<file path="src/rtl/stream_source.sv">
`default_nettype none
// ============================================================================
//  Module      : stream_source
//  Description : Frame-oriented valid/ready stream generator. A start in IDLE
//                with a non-zero len emits len beats. The first beat is seed.
//                Each later beat is seed+k, or an LFSR step of the previous
//                beat when STREAM_SOURCE_LFSR_EN is defined (requires N=32).
//                m_last marks the final beat. done pulses for one cycle at
//                frame end. stall_cnt counts valid-but-not-ready cycles.
//  Ports       : clk, rst_n (async, active-low)
//                start, len[LEN_W], seed[N]  - frame request (IDLE only)
//                m_ready                     - downstream ready
//                m_valid, m_data[N], m_last  - registered stream outputs
//                busy, done, stall_cnt[32]   - status
//  Config      : `define STREAM_SOURCE_LFSR_EN for LFSR data sequence
//  Revision    : 1.0 - initial release
// ============================================================================
module stream_source #(
    parameter int N     = 32,
    parameter int LEN_W = 16
) (
    input  logic             clk,
    input  logic             rst_n,
    input  logic             start,
    input  logic [LEN_W-1:0] len,
    input  logic [N-1:0]     seed,
    input  logic             m_ready,
    output logic             m_valid,
    output logic [N-1:0]     m_data,
    output logic             m_last,
    output logic             busy,
    output logic             done,
    output logic [31:0]      stall_cnt
);

    typedef enum logic [0:0] {
        IDLE = 1'b0,
        SEND = 1'b1
    } state_t;

    localparam logic [LEN_W-1:0] c_len_one = {{(LEN_W-1){1'b0}}, 1'b1};
    localparam logic [31:0]      c_sat     = 32'hFFFF_FFFF;

    state_t           r_state,     w_state_nxt;
    logic             r_valid,     w_valid_nxt;
    logic [N-1:0]     r_data,      w_data_nxt;
    logic             r_last,      w_last_nxt;
    logic             r_done,      w_done_nxt;
    logic [31:0]      r_stall_cnt, w_stall_nxt;
    // Beats still to be presented after the one currently on the bus.
    logic [LEN_W-1:0] r_remain,    w_remain_nxt;

    logic [N-1:0]     w_first_word;
    logic [N-1:0]     w_step_word;

`ifdef STREAM_SOURCE_LFSR_EN
    localparam logic [N-1:0] c_one = {{(N-1){1'b0}}, 1'b1};
    // An all-zero state would lock the LFSR, so a zero seed becomes 1.
    assign w_first_word = (seed == '0) ? c_one : seed;
    // Recurrence s[n+32] = s[n+22]^s[n+2]^s[n+1]^s[n] with the newest bit
    // entering at bit 0, so the oldest bit s[n] sits at bit 31.
    assign w_step_word  = {r_data[N-2:0],
                           r_data[31] ^ r_data[30] ^ r_data[29] ^ r_data[9]};
`else
    localparam logic [N-1:0] c_one = {{(N-1){1'b0}}, 1'b1};
    assign w_first_word = seed;
    assign w_step_word  = r_data + c_one;
`endif

    always_ff @(posedge clk or negedge rst_n) begin
        if (!rst_n) begin
            r_state     <= IDLE;
            r_valid     <= 1'b0;
            r_data      <= '0;
            r_last      <= 1'b0;
            r_done      <= 1'b0;
            r_stall_cnt <= '0;
            r_remain    <= '0;
        end else begin
            r_state     <= w_state_nxt;
            r_valid     <= w_valid_nxt;
            r_data      <= w_data_nxt;
            r_last      <= w_last_nxt;
            r_done      <= w_done_nxt;
            r_stall_cnt <= w_stall_nxt;
            r_remain    <= w_remain_nxt;
        end
    end

    always_comb begin
        w_state_nxt  = r_state;
        w_valid_nxt  = r_valid;
        w_data_nxt   = r_data;
        w_last_nxt   = r_last;
        w_done_nxt   = 1'b0;
        w_stall_nxt  = r_stall_cnt;
        w_remain_nxt = r_remain;

        case (r_state)
            IDLE: begin
                if (start) begin
                    w_stall_nxt = '0;
                    if (len != '0) begin
                        w_state_nxt  = SEND;
                        w_valid_nxt  = 1'b1;
                        w_data_nxt   = w_first_word;
                        w_last_nxt   = (len == c_len_one);
                        w_remain_nxt = len - c_len_one;
                    end else begin
                        // Empty frame: nothing to send, just report completion.
                        w_done_nxt = 1'b1;
                    end
                end
            end
            SEND: begin
                if (r_valid && m_ready) begin
                    if (r_last) begin
                        w_state_nxt = IDLE;
                        w_valid_nxt = 1'b0;
                        w_last_nxt  = 1'b0;
                        w_done_nxt  = 1'b1;
                    end else begin
                        // Next beat goes out immediately: no bubble.
                        w_data_nxt   = w_step_word;
                        w_last_nxt   = (r_remain == c_len_one);
                        w_remain_nxt = r_remain - c_len_one;
                    end
                end else if (r_valid && !m_ready) begin
                    if (r_stall_cnt != c_sat) begin
                        w_stall_nxt = r_stall_cnt + 32'd1;
                    end
                end
            end
            default: begin
                w_state_nxt = IDLE;
            end
        endcase
    end

    assign m_valid   = r_valid;
    assign m_data    = r_data;
    assign m_last    = r_last;
    assign busy      = (r_state == SEND);
    assign done      = r_done;
    assign stall_cnt = r_stall_cnt;

endmodule
`default_nettype wire

</file>
<file path="config.mk">
export PLATFORM = sky130hd
export DESIGN_NAME = stream_source
export DESIGN_NICKNAME = d
export VERILOG_FILES = /design/src/rtl/stream_source.sv
export SDC_FILE = /design/constraint.sdc
export NUM_CORES = 1
export LEC_CHECK = 0
export ABC_CLOCK_PERIOD_IN_PS = 3100
export CAP_MARGIN = 10
export CORE_UTILIZATION = 52
export CTS_CLUSTER_SIZE = 25
export DETAILED_ROUTE_END_ITERATION = 10
export PLACE_DENSITY = 0.85
export SLEW_MARGIN = 10
export SYNTH_ARGS = -nofsm -noshare
export SYNTH_HDL_FRONTEND = slang
export SYNTH_SLANG_ARGS = --single-unit
</file>
<file path="constraint.sdc">
create_clock -name clk -period 3.1 [get_ports clk]
set_input_delay 0.93 -clock clk [delete_from_list [all_inputs] [get_ports clk]]
set_output_delay 0.93 -clock clk [all_outputs]
set_load 0.05 [all_outputs]
</file>
# After elaboration in Yosys (flattened, before gate mapping)
# Index checks and enable logic that the tools add are counted.
classes:
  n_addsub: 4
  muxes: 35
  n_eq_ne: 11
  n_bitwise: 1
  n_reduce_logical: 8
ops:
  columns: ["cell", "count"]
  rows:
  - ["two-way mux 32 bit", 8]
  - ["case mux 32 bit (2 select lines)", 2]
  - ["adder 32 x 1 -> 32 bit (second input constant)", 2]
  - ["two-way mux 16 bit", 4]
  - ["== test 16 x 1 -> 1 bit (second input constant)", 2]
  - ["!= test 32 bit (second input constant)", 1]
  - ["case mux 16 bit (2 select lines)", 1]
  - ["subtractor 16 x 1 -> 16 bit (second input constant)", 2]
  - ["two-way mux 1 bit", 16]
  - ["nonzero test 16 bit", 1]
  - ["AND reduction 4 bit", 3]
  - ["!= test 2 x 1 -> 1 bit (second input constant)", 4]
  - ["!= test 2 bit (second input constant)", 4]
  - ["case mux 1 bit (2 select lines)", 4]
  - ["AND reduction 3 bit", 1]
  - ["logical AND 1 bit", 2]
  - ["zero test 1 bit", 1]
  - ["NOT 1 bit", 1]
totals:
  output_inout_bits: 68
  ff_bits: 84
  input_bits: 52

# Logic depth before layout (Yosys ltp)
logic_depth:
  ltp_word: 5
  mapped_depth: 8

# Least setup slack after synthesis
# Ideal clock, no wire load.
synth_timing:
  kind: "input to register"
  start: "input len[0]"
  end: "register r_remain[5]"
  stages: 8
  slack_ns: 0.520
  arrival_time_ns: 2.458
  path_buffers: 2
  setup_time_ns: 0.123
  cell_sequence: "inv_1 ha_1 nor3b_2 a31oi_1 clkbuf_1 clkbuf_1 nand2_1 o221a_2"
synth_between:
  elab_chain_len: 4
synth_rtl:
  columns: ["item", "line", "source"]
  rows:
  - ["start: declaration", "25", "input logic [LEN_W-1:0] len,"]
  - ["subtractor 16 x 1 -> 16 bit", "108", "w_remain_nxt = len - c_len_one;"]
  - ["two-way mux 16 bit", "103", "if (len != '0) begin"]
  - ["two-way mux 16 bit", "101", "if (start) begin"]
  - ["case mux 16 bit (2 select lines)", "99", "case (r_state)"]
  - ["end signal: assignment", "86", "r_remain <= w_remain_nxt;"]
  - ["end: declaration", "51", "logic [LEN_W-1:0] r_remain, w_remain_nxt;"]
# Several ways; a longest one is shown, not always the timed one. The select of a mux whose other input is x is not followed.
# A chain may end at the register's enable or synchronous reset.

# Worst setup path in the final report
layout_timing:
  start: "input len[13]"
  end: "register r_remain[5]"
layout_between:
  elab_chain_len: 3
layout_rtl:
  columns: ["item", "line"]
  rows:
  - ["nonzero test 16 bit", "103"]
  - ["!= test 2 bit (no source line)", null]
  - ["AND reduction 4 bit (no source line)", null]
# Every way passes these cells.

==> metrics.cfg <==
[status]
status = finished, final reports clean

[placed_design]
io_buffers = 119
gp_congestion = 0.942
preCtsSetupSlack_ns = -0.0185
dpl_cell_area_sq_um = 7100
dp_hpwl_microns = 12200

[clock_tree]
htreeDepth = 3
cts_hold_buffers = 0
cts_resized = 0
cts_tree = built
clk_pin_slew_worst_paths_ns = 0.09
cts_buffers = 9
cts_setup_buffers = 0
clk_latency_ns = 0.37
cts_sinks = 84
clk_path_buf_depth = 2
clockRootBuffer = clkbuf_8

[sta]
relSlewSlack_pct = 39.0
holdWs_ns = 0.544
worst_slew_pin_slew_ns = 0.906
tns_ns = 0
fin_crit_ns = 2.78
max_freq_mhz = 359
hold_viol_final = 0
fin_crit_sh_pct = 89.8
post-route-worst-setup-slack_ns = 0.317
finalMaxSlewViolations = 0
rsz0062_at_grt = false
finClkSkew_ns = 0.0166
setup_viol = 0

[synth]
synth_area_sq_um = 5600
synth_flop_cell = dfrtp_1
synth_seq_cells = 84
synthTopCellsByArea = dfrtp_1, mux2i_1, nand2_1, nor2_1, a21oi_1
synth_area_leader_cell = dfrtp_1
yosys-top-cells-count = dfrtp_1, nand2_1, nor2_1
syn_area_per_cell_sq_um = 8.47
syn_inst = 661
yosys_warnings = 0
synth.top_cell.area_share_pct = 37.6
ys_seq_area_share_pct = 37.6
synth.most_common_cell = dfrtp_1
ys_types = 71
synthesis.nets = 719
synth_async_sr_flop_share_pct = 100
synth_edf_count = 0

[floorplanning]
ios = 120
initial_core_util_pct = 54.0
rows = 37
dieArea_sq_um = 11200
die_width_microns = 106
core_sq_um = 10400
die_h_microns = 106

[detailed_routing]
drc = 0
vias = 5991
first_iter_violations = 636
vias_per_cell = 6.46
drtPass1Iterations = 6
postRouteAntennaNets = 0
wl_per_cell_microns = 18.1
wirelength_microns = 16800

[global_routing]
antenna_found_initial = 0
grt_pass1_vias = 5646
grt_max_degree = 52
grt_use_met1_pct = 42.9
met2_usage_pct = 48.7
track_usage_pct = 30.6
busiest_layer = met2
grt_pass1_wl_microns = 27600
overflow = 0
use_met3_pct = 4.27

[critical_path]
cp.arrival_ns = 3.03
cp-start-kind = primary input
path_max_fanout = 12
critical_path_required_ns = 3.35
path_class = primary input to flop
endpoint_kind = flop

[final_layout]
fill_cells = 827
multi_input_comb_area_sq_um = 3250
diodes = 0
fin_nets = 844
syn2layout_area_growth_pct = 30.3
drive_gt1_share_pct = 9.73
final_area_sq_um = 7290
final-seq-area_sq_um = 2100

[min_path]
hold_class = flop to flop

[pwr]
ir_drop_mv = 0.267
p_leak_uw = 0.00287
power_density_nw_per_um2 = 271

[flow_run]
max_cap_viol_count = 0

==> through the flow <==
| step | cells | total power [uW] | utilization, % |
|---|---|---|---|
| 2_1_floorplan | 661 | 1140 | - |
| 3_3_place_gp | 911 | 1250 | 68.5 |
| 3_5_place_dp | 911 | 1250 | 68.5 |
| 4_1_cts | 927 | 1980 | 70.3 |
| 5_1_grt | 927 | 2030 | 70.3 |
| 6_report | 927 | 1980 | 70.3 |
==> layer usage <==
metal | up-vias | share of wire [%]
met3 | 45 | 7.3
met1 | 2845 | 43
met4 | 0 | 2.3
met2 | 332 | 48
met5 | - | 0
li1 | 2769 | -
==> report_power, final <==
part,leakage (uW),internal [uW],switching (uW),total [uW]
Clock,0.0000851,318,433,752
Sequential,0.00111,1090,0,1090
Combinational,0.00168,75.5,57.6,133
==> worst max-delay path: stages <==
cell and delay [ns]:
clkdlybuf4s50_1 0.42, nor4_1 0.41, nor2b_1 0.33, a31o_2 0.37, nand2_1 0.09, buf_4 0.20, o221a_2 0.27
==> cell families after synthesis <==
family          share of synthesized area [%]
xor+xnor                                 2.35
buf+inv                                  4.47
flops                                    37.6
fa+ha+maj                                1.34
simple gates                             30.1
compound gates                           19.7
mux                                      4.47
==> cells in the final DEF, fill, tap and decap left out, drive strengths merged, types with 25 or more instances in the layout <==
cell type,instances
clkdlybuf4s50,118
dfrtp,84
nand2,65
nor2,61
a21oi,38
buf,36
nor3,32
nand3,31
nand4,30
o21ai,26
mux2i,25
==> area by class of cell <==
| cell class | count | area share (%) |
|---|---|---|
| multi-input cells | 519 | 44.6 |
| flip-flops and latches | 84 | 28.8 |
| repair buffers | 154 | 20.8 |
| well taps | 136 | 2.33 |
| clock buffers | 10 | 1.89 |
| inverters | 18 | 0.927 |
| clock inverters | 6 | 0.669 |
==> registers in the layout, summed over array words and instances (netlist names) <==
register	cells
m_data	32
stall_cnt	32
r_remain	16
busy	1
done	1
m_last	1
m_valid	1
==> path summary, 6_finish.rpt <==
path                          startpoint             to  slack (ns)  cells past startpoint
min                         stall_cnt[4]   stall_cnt[4]        0.54                      1
max in group asynchronous          rst_n    r_remain[5]        1.74                      2
min reg2reg                 stall_cnt[4]   stall_cnt[4]        0.54                      1
max reg2reg                stall_cnt[10]  stall_cnt[18]        0.58                      5
min in group asynchronous          rst_n  stall_cnt[13]        0.58                      1
max                              len[13]    r_remain[5]        0.32                      7
Power figures use the tool's default switching activity.
==> variant 1, RTL diff (config.mk and constraints unchanged) <==
Take the reset off `r_data` and load it in a clocked block of its own.
--- a/src/rtl/stream_source.sv
+++ b/src/rtl/stream_source.sv
@@ -72,5 +72,4 @@
             r_state     <= IDLE;
             r_valid     <= 1'b0;
-            r_data      <= '0;
             r_last      <= 1'b0;
             r_done      <= 1'b0;
@@ -80,5 +79,4 @@
             r_state     <= w_state_nxt;
             r_valid     <= w_valid_nxt;
-            r_data      <= w_data_nxt;
             r_last      <= w_last_nxt;
             r_done      <= w_done_nxt;
@@ -86,4 +84,8 @@
             r_remain    <= w_remain_nxt;
         end
+    end
+
+    always_ff @(posedge clk) begin
+        r_data <= w_data_nxt;
     end
 
Check against the original RTL: not equivalent (a bounded check fails within 4 cycles, from zero or initial values and one cycle with rst_n low).
==> variant 1 against the original RTL <==
- non-clock buffer count is 1 higher
- global-route usage is 2.2 points lower
- design area is 5.0% lower
- wire length is 14% lower
- synthesized area is 7.8% lower
- setup slack worse by 0.14 ns
- sequential cell count stayed put
- critical endpoint is now r_remain[15]$_DFFE_PN0P_
Power is left out: it rests on default switching activity, and per cell area and clock period it moved more than threefold.
==> variant 1: results <==
[logic_synthesis]
synth_cell_type_count = 60
synth_xor_area_frac = 0.08491
synth_nets = 627
synth-compound-area-share = 0.1434
ys_seq_area_frac = 0.4386
synth_common_cells = "nor2_1 (59), a21oi_1 (57), dfrtp_1 (52)"
synthMuxAreaShare = 0.01601
synthAdderAreaFrac = 0.01456
synthArstFlopShare = 0.6190
synth_area_leaders = "dfrtp_1 (25%), edfxtp_1 (19%), xnor2_1 (7.5%)"
synth_edf_count = 32

[worst_setup_path]
crit_path_max_fanout = 2
crit_start = "len[11]"
endpoint = "r_remain[15]$_DFFE_PN0P_"
ff2ff_setup_slack_ns = 0.59
critical_path_arrival_ns = 3.18
reg2reg_to = "m_data[25]$_DFFE_PP_"
crit_path_max_incr_delay_ns = 0.55
regToRegStartpoint = "m_data[10]$_DFFE_PP_"
slowest_stage = "or4_4"

[global_routing]
grt_max_degree = 82
grt_pass1_vias = 4901
grt_util_all_layers = 0.2842
grt_first_pass_wirelength_mm = 23.00

[routing]
via_per_inst = 6.078
drt_iter0_markers = 316
dr.pass1.iters = 7
wire_per_inst_um = 17.14

[min_path]
hp-class = "input pin to asynchronous set/reset pin"

[clocking]
insertion_delay_ns = 0.37
path_clk_slew_ns = 0.10
cts_buffers = 9
cts_resized = 0

[sta]
fin_skew_ns = 0.01712
slew_headroom = 0.4630

[place]
dpl.hpwl_mm = 10.42
numPortBuffers = 119
globalplace.congestion = 0.9379

[status]
status = "completed"

[final_layout]
drive_gt1_frac = 0.1021
diodes = 0
nets = 768
variant 1: area by class of cell:
cell class	instances	area, µm²
multi-input cells	446	2741
well taps	129	161.4
clock inverters	7	100.1
clock buffers	9	123.9
repair buffers	155	1481
inverters	14	52.55
fillers	686	2491
flip-flops and latches	84	2263
variant 1: metal layers:
layer / track usage / up-vias / part of all wire
met3: 0.04486 / 29 / 0.071
met5: 0 / - / 0
met2: 0.4969 / 233 / 0.50
li1: - / 2413 / -
met4: 0.1215 / 0 / 0.022
met1: 0.3477 / 2455 / 0.40
variant 1: how the worst min path moves through the flow:
stage | start | endpoint | slack [ns] | cells past startpoint
3_5_place_dp | r_remain[11]$_DFFE_PN0P_ | r_remain[11]$_DFFE_PN0P_ | 0.53 | 2
6_report | rst_n | stall_cnt[15]$_DFFE_PN0P_ | 0.43 | 1
3_3_place_gp | r_remain[11]$_DFFE_PN0P_ | r_remain[11]$_DFFE_PN0P_ | 0.52 | 2
5_1_grt | rst_n | stall_cnt[15]$_DFFE_PN0P_ | 0.45 | 1
4_1_cts | rst_n | stall_cnt[27]$_DFFE_PN0P_ | 0.45 | 1
2_1_floorplan | r_remain[11]$_DFFE_PN0P_ | r_remain[11]$_DFFE_PN0P_ | 0.49 | 2
variant 1: per-stage QoR:
stage | setup TNS [ns] | cell area, µm² | cells | setup slack [ns] | util
2_1_floorplan | 0 | 5157 | 569 | 0.1994 | -
3_3_place_gp | -0.2481 | 6700 | 828 | -0.1777 | 0.7116
3_5_place_dp | -1.091 | 6700 | 828 | -0.2079 | 0.7116
4_1_cts | 0 | 6924 | 844 | 0.1713 | 0.7354
5_1_grt | 0 | 6924 | 844 | 0.07596 | 0.7354
6_report | 0 | 6924 | 844 | 0.1779 | 0.7354
==> variant 2, RTL diff (same settings) <==
Made on the original files. `LEN_W`: 16 -> 8.
--- a/src/rtl/stream_source.sv
+++ b/src/rtl/stream_source.sv
@@ -18,5 +18,5 @@
 module stream_source #(
     parameter int N     = 32,
-    parameter int LEN_W = 16
+    parameter int LEN_W = 8
 ) (
     input  logic             clk,
Interface: changed (resized len); port bits go from 120 to 112. The function was not compared with the original's and may differ.
==> variant 2 against the original RTL <==
- design area shrank 14%
- sequential cell count decreased by 8
- synthesized cell count down 18%
- non-clock buffer count decreased by 27
- synthesized area fell by 15%
- setup slack better by 0.049 ns
- wire length decreased by 20%
- highest routed layer unchanged
Power is left out: it rests on default switching activity, and per cell area and clock period it moved more than threefold.
==> variant 2: results <==
[final_layout]
n_fill_cell = 669
area_growth_pct = 32.25
nets = 703
diodes = 0
drive_gt1_frac = 0.07763

[global_routing]
use_met1 = 0.3887
grt_max_degree = 75
grt_util_all_layers = 0.2823
grt_first_pass_wirelength_mm = 21.98
grt_use_met2 = 0.4599
grt_pass1_vias = 4526
gr-usage-met3 = 0.04892

[worst_setup_path]
reg2reg_to = "stall_cnt[3]$_DFFE_PN0P_"
regToRegStartpoint = "stall_cnt[0]$_DFFE_PN0P_"
ff2ff_setup_slack_ns = 0.53
cp_top_family = "buffers and inverters"
crit_path_max_incr_delay_ns = 0.88
critical_path_arrival_ns = 1.80
crit_path_max_fanout = 18
r2r_cells = 6

[clocking]
path_clk_slew_ns = 0.09
cts_buffer_depth = 2
cts_buffers = 9
cts_hold_buf = 0
cts_max_level = 3
cts_resized = 0
insertion_delay_ns = 0.35
post_cts_buffers = 0

[routing]
drt_iter0_markers = 457
dr.pass1.iters = 7
via_count = 5009
routed_wl_mm = 13.47

[logic_synthesis]
synthMuxAreaShare = 0.04256
ys_seq_area_frac = 0.4018
synth_xor_area_frac = 0.01110
synthAdderAreaFrac = 0.01850
synth_nets = 592
synth_cell_type_count = 66
synth_area_leaders = "dfrtp_1 (40%), a21oi_1 (5.4%), nand2_1 (4.3%)"
synthArstFlopShare = 1.000
synth-main-ff-cell = "dfrtp_1"
synth_common_cells = "dfrtp_1 (76), nand2_1 (54), a21oi_1 (51)"
synth-compound-area-share = 0.2355

[place]
placed_area_mm2 = 0.005995
globalplace.congestion = 0.9149
dpl.hpwl_mm = 9.622
numPortBuffers = 111

[sta]
fin_skew_ns = 0.01451
worst_pin_slew_ns = 0.6948

[min_path]
hp-class = "input pin to asynchronous set/reset pin"

[status]
status = "completed"
-- variant 2: area by class of cell --
class                      instances  area [µm²]  share of cell area
multi-input combinational        425        2666              0.4259
sequential                        76        1903              0.3040
timing repair buffer             127        1241              0.1983
clock buffer                      12       145.1             0.02319
tap                              108       135.1             0.02159
clock inverter                     4       120.1             0.01919
inverter                          13       48.80            0.007795
-- variant 2: cells by family (layout without fill, tap and decap cells) --
family / count (synthesis) / in the layout
fa+ha+maj: 7 / 7
flops: 76 / 76
mux: 20 / 20
buf+inv: 40 / 156
simple gates: 223 / 223
xor+xnor: 6 / 6
compound gates: 169 / 169
-- variant 2: how the worst max path moves through the flow --
stage,startpoint,to,slack (ns),cells after the start
2_1_floorplan,len[5],m_data[4]$_DFFE_PN0P_,0.57,7
6_report,busy$_DFF_PN0_,busy,0.37,1
5_1_grt,len[0],r_remain[7]$_DFFE_PN0P_,0.28,9
3_5_place_dp,len[0],m_data[14]$_DFFE_PN0P_,0.11,9
3_3_place_gp,len[0],m_data[14]$_DFFE_PN0P_,0.16,9
4_1_cts,busy$_DFF_PN0_,busy,0.36,1
-- variant 2: metal layers --
metal  routed length, µm  up-vias  share of wire
met1                5630     2395           0.42
met2                6574      283           0.49
met3                 990       29          0.074
met5                   0        -              0
li1                    -     2302              -
met4                 269        0          0.020
-- variant 2: worst register-to-register path: cells and delay by family, from the launching register on --
kind                     cells  cell delay, ns
AO/OA/AOI/OAI                2            1.03
flip-flops                   1            0.44
AND/OR/NAND/NOR              3            0.70
adder cells (fa/ha/maj)      1            0.29
-- variant 2: through the flow --
step                      instances  hold slack (ns)  setup slack (ns)  utilization
after global placement          749           0.5065            0.1582       0.6840
final                           765           0.5198            0.3655       0.7143
after CTS                       765           0.5337            0.3632       0.7143
after global routing            765           0.5483            0.2783       0.7143
after detailed placement        749           0.5200            0.1092       0.6840
after floorplan                 541           0.5255            0.5701            -
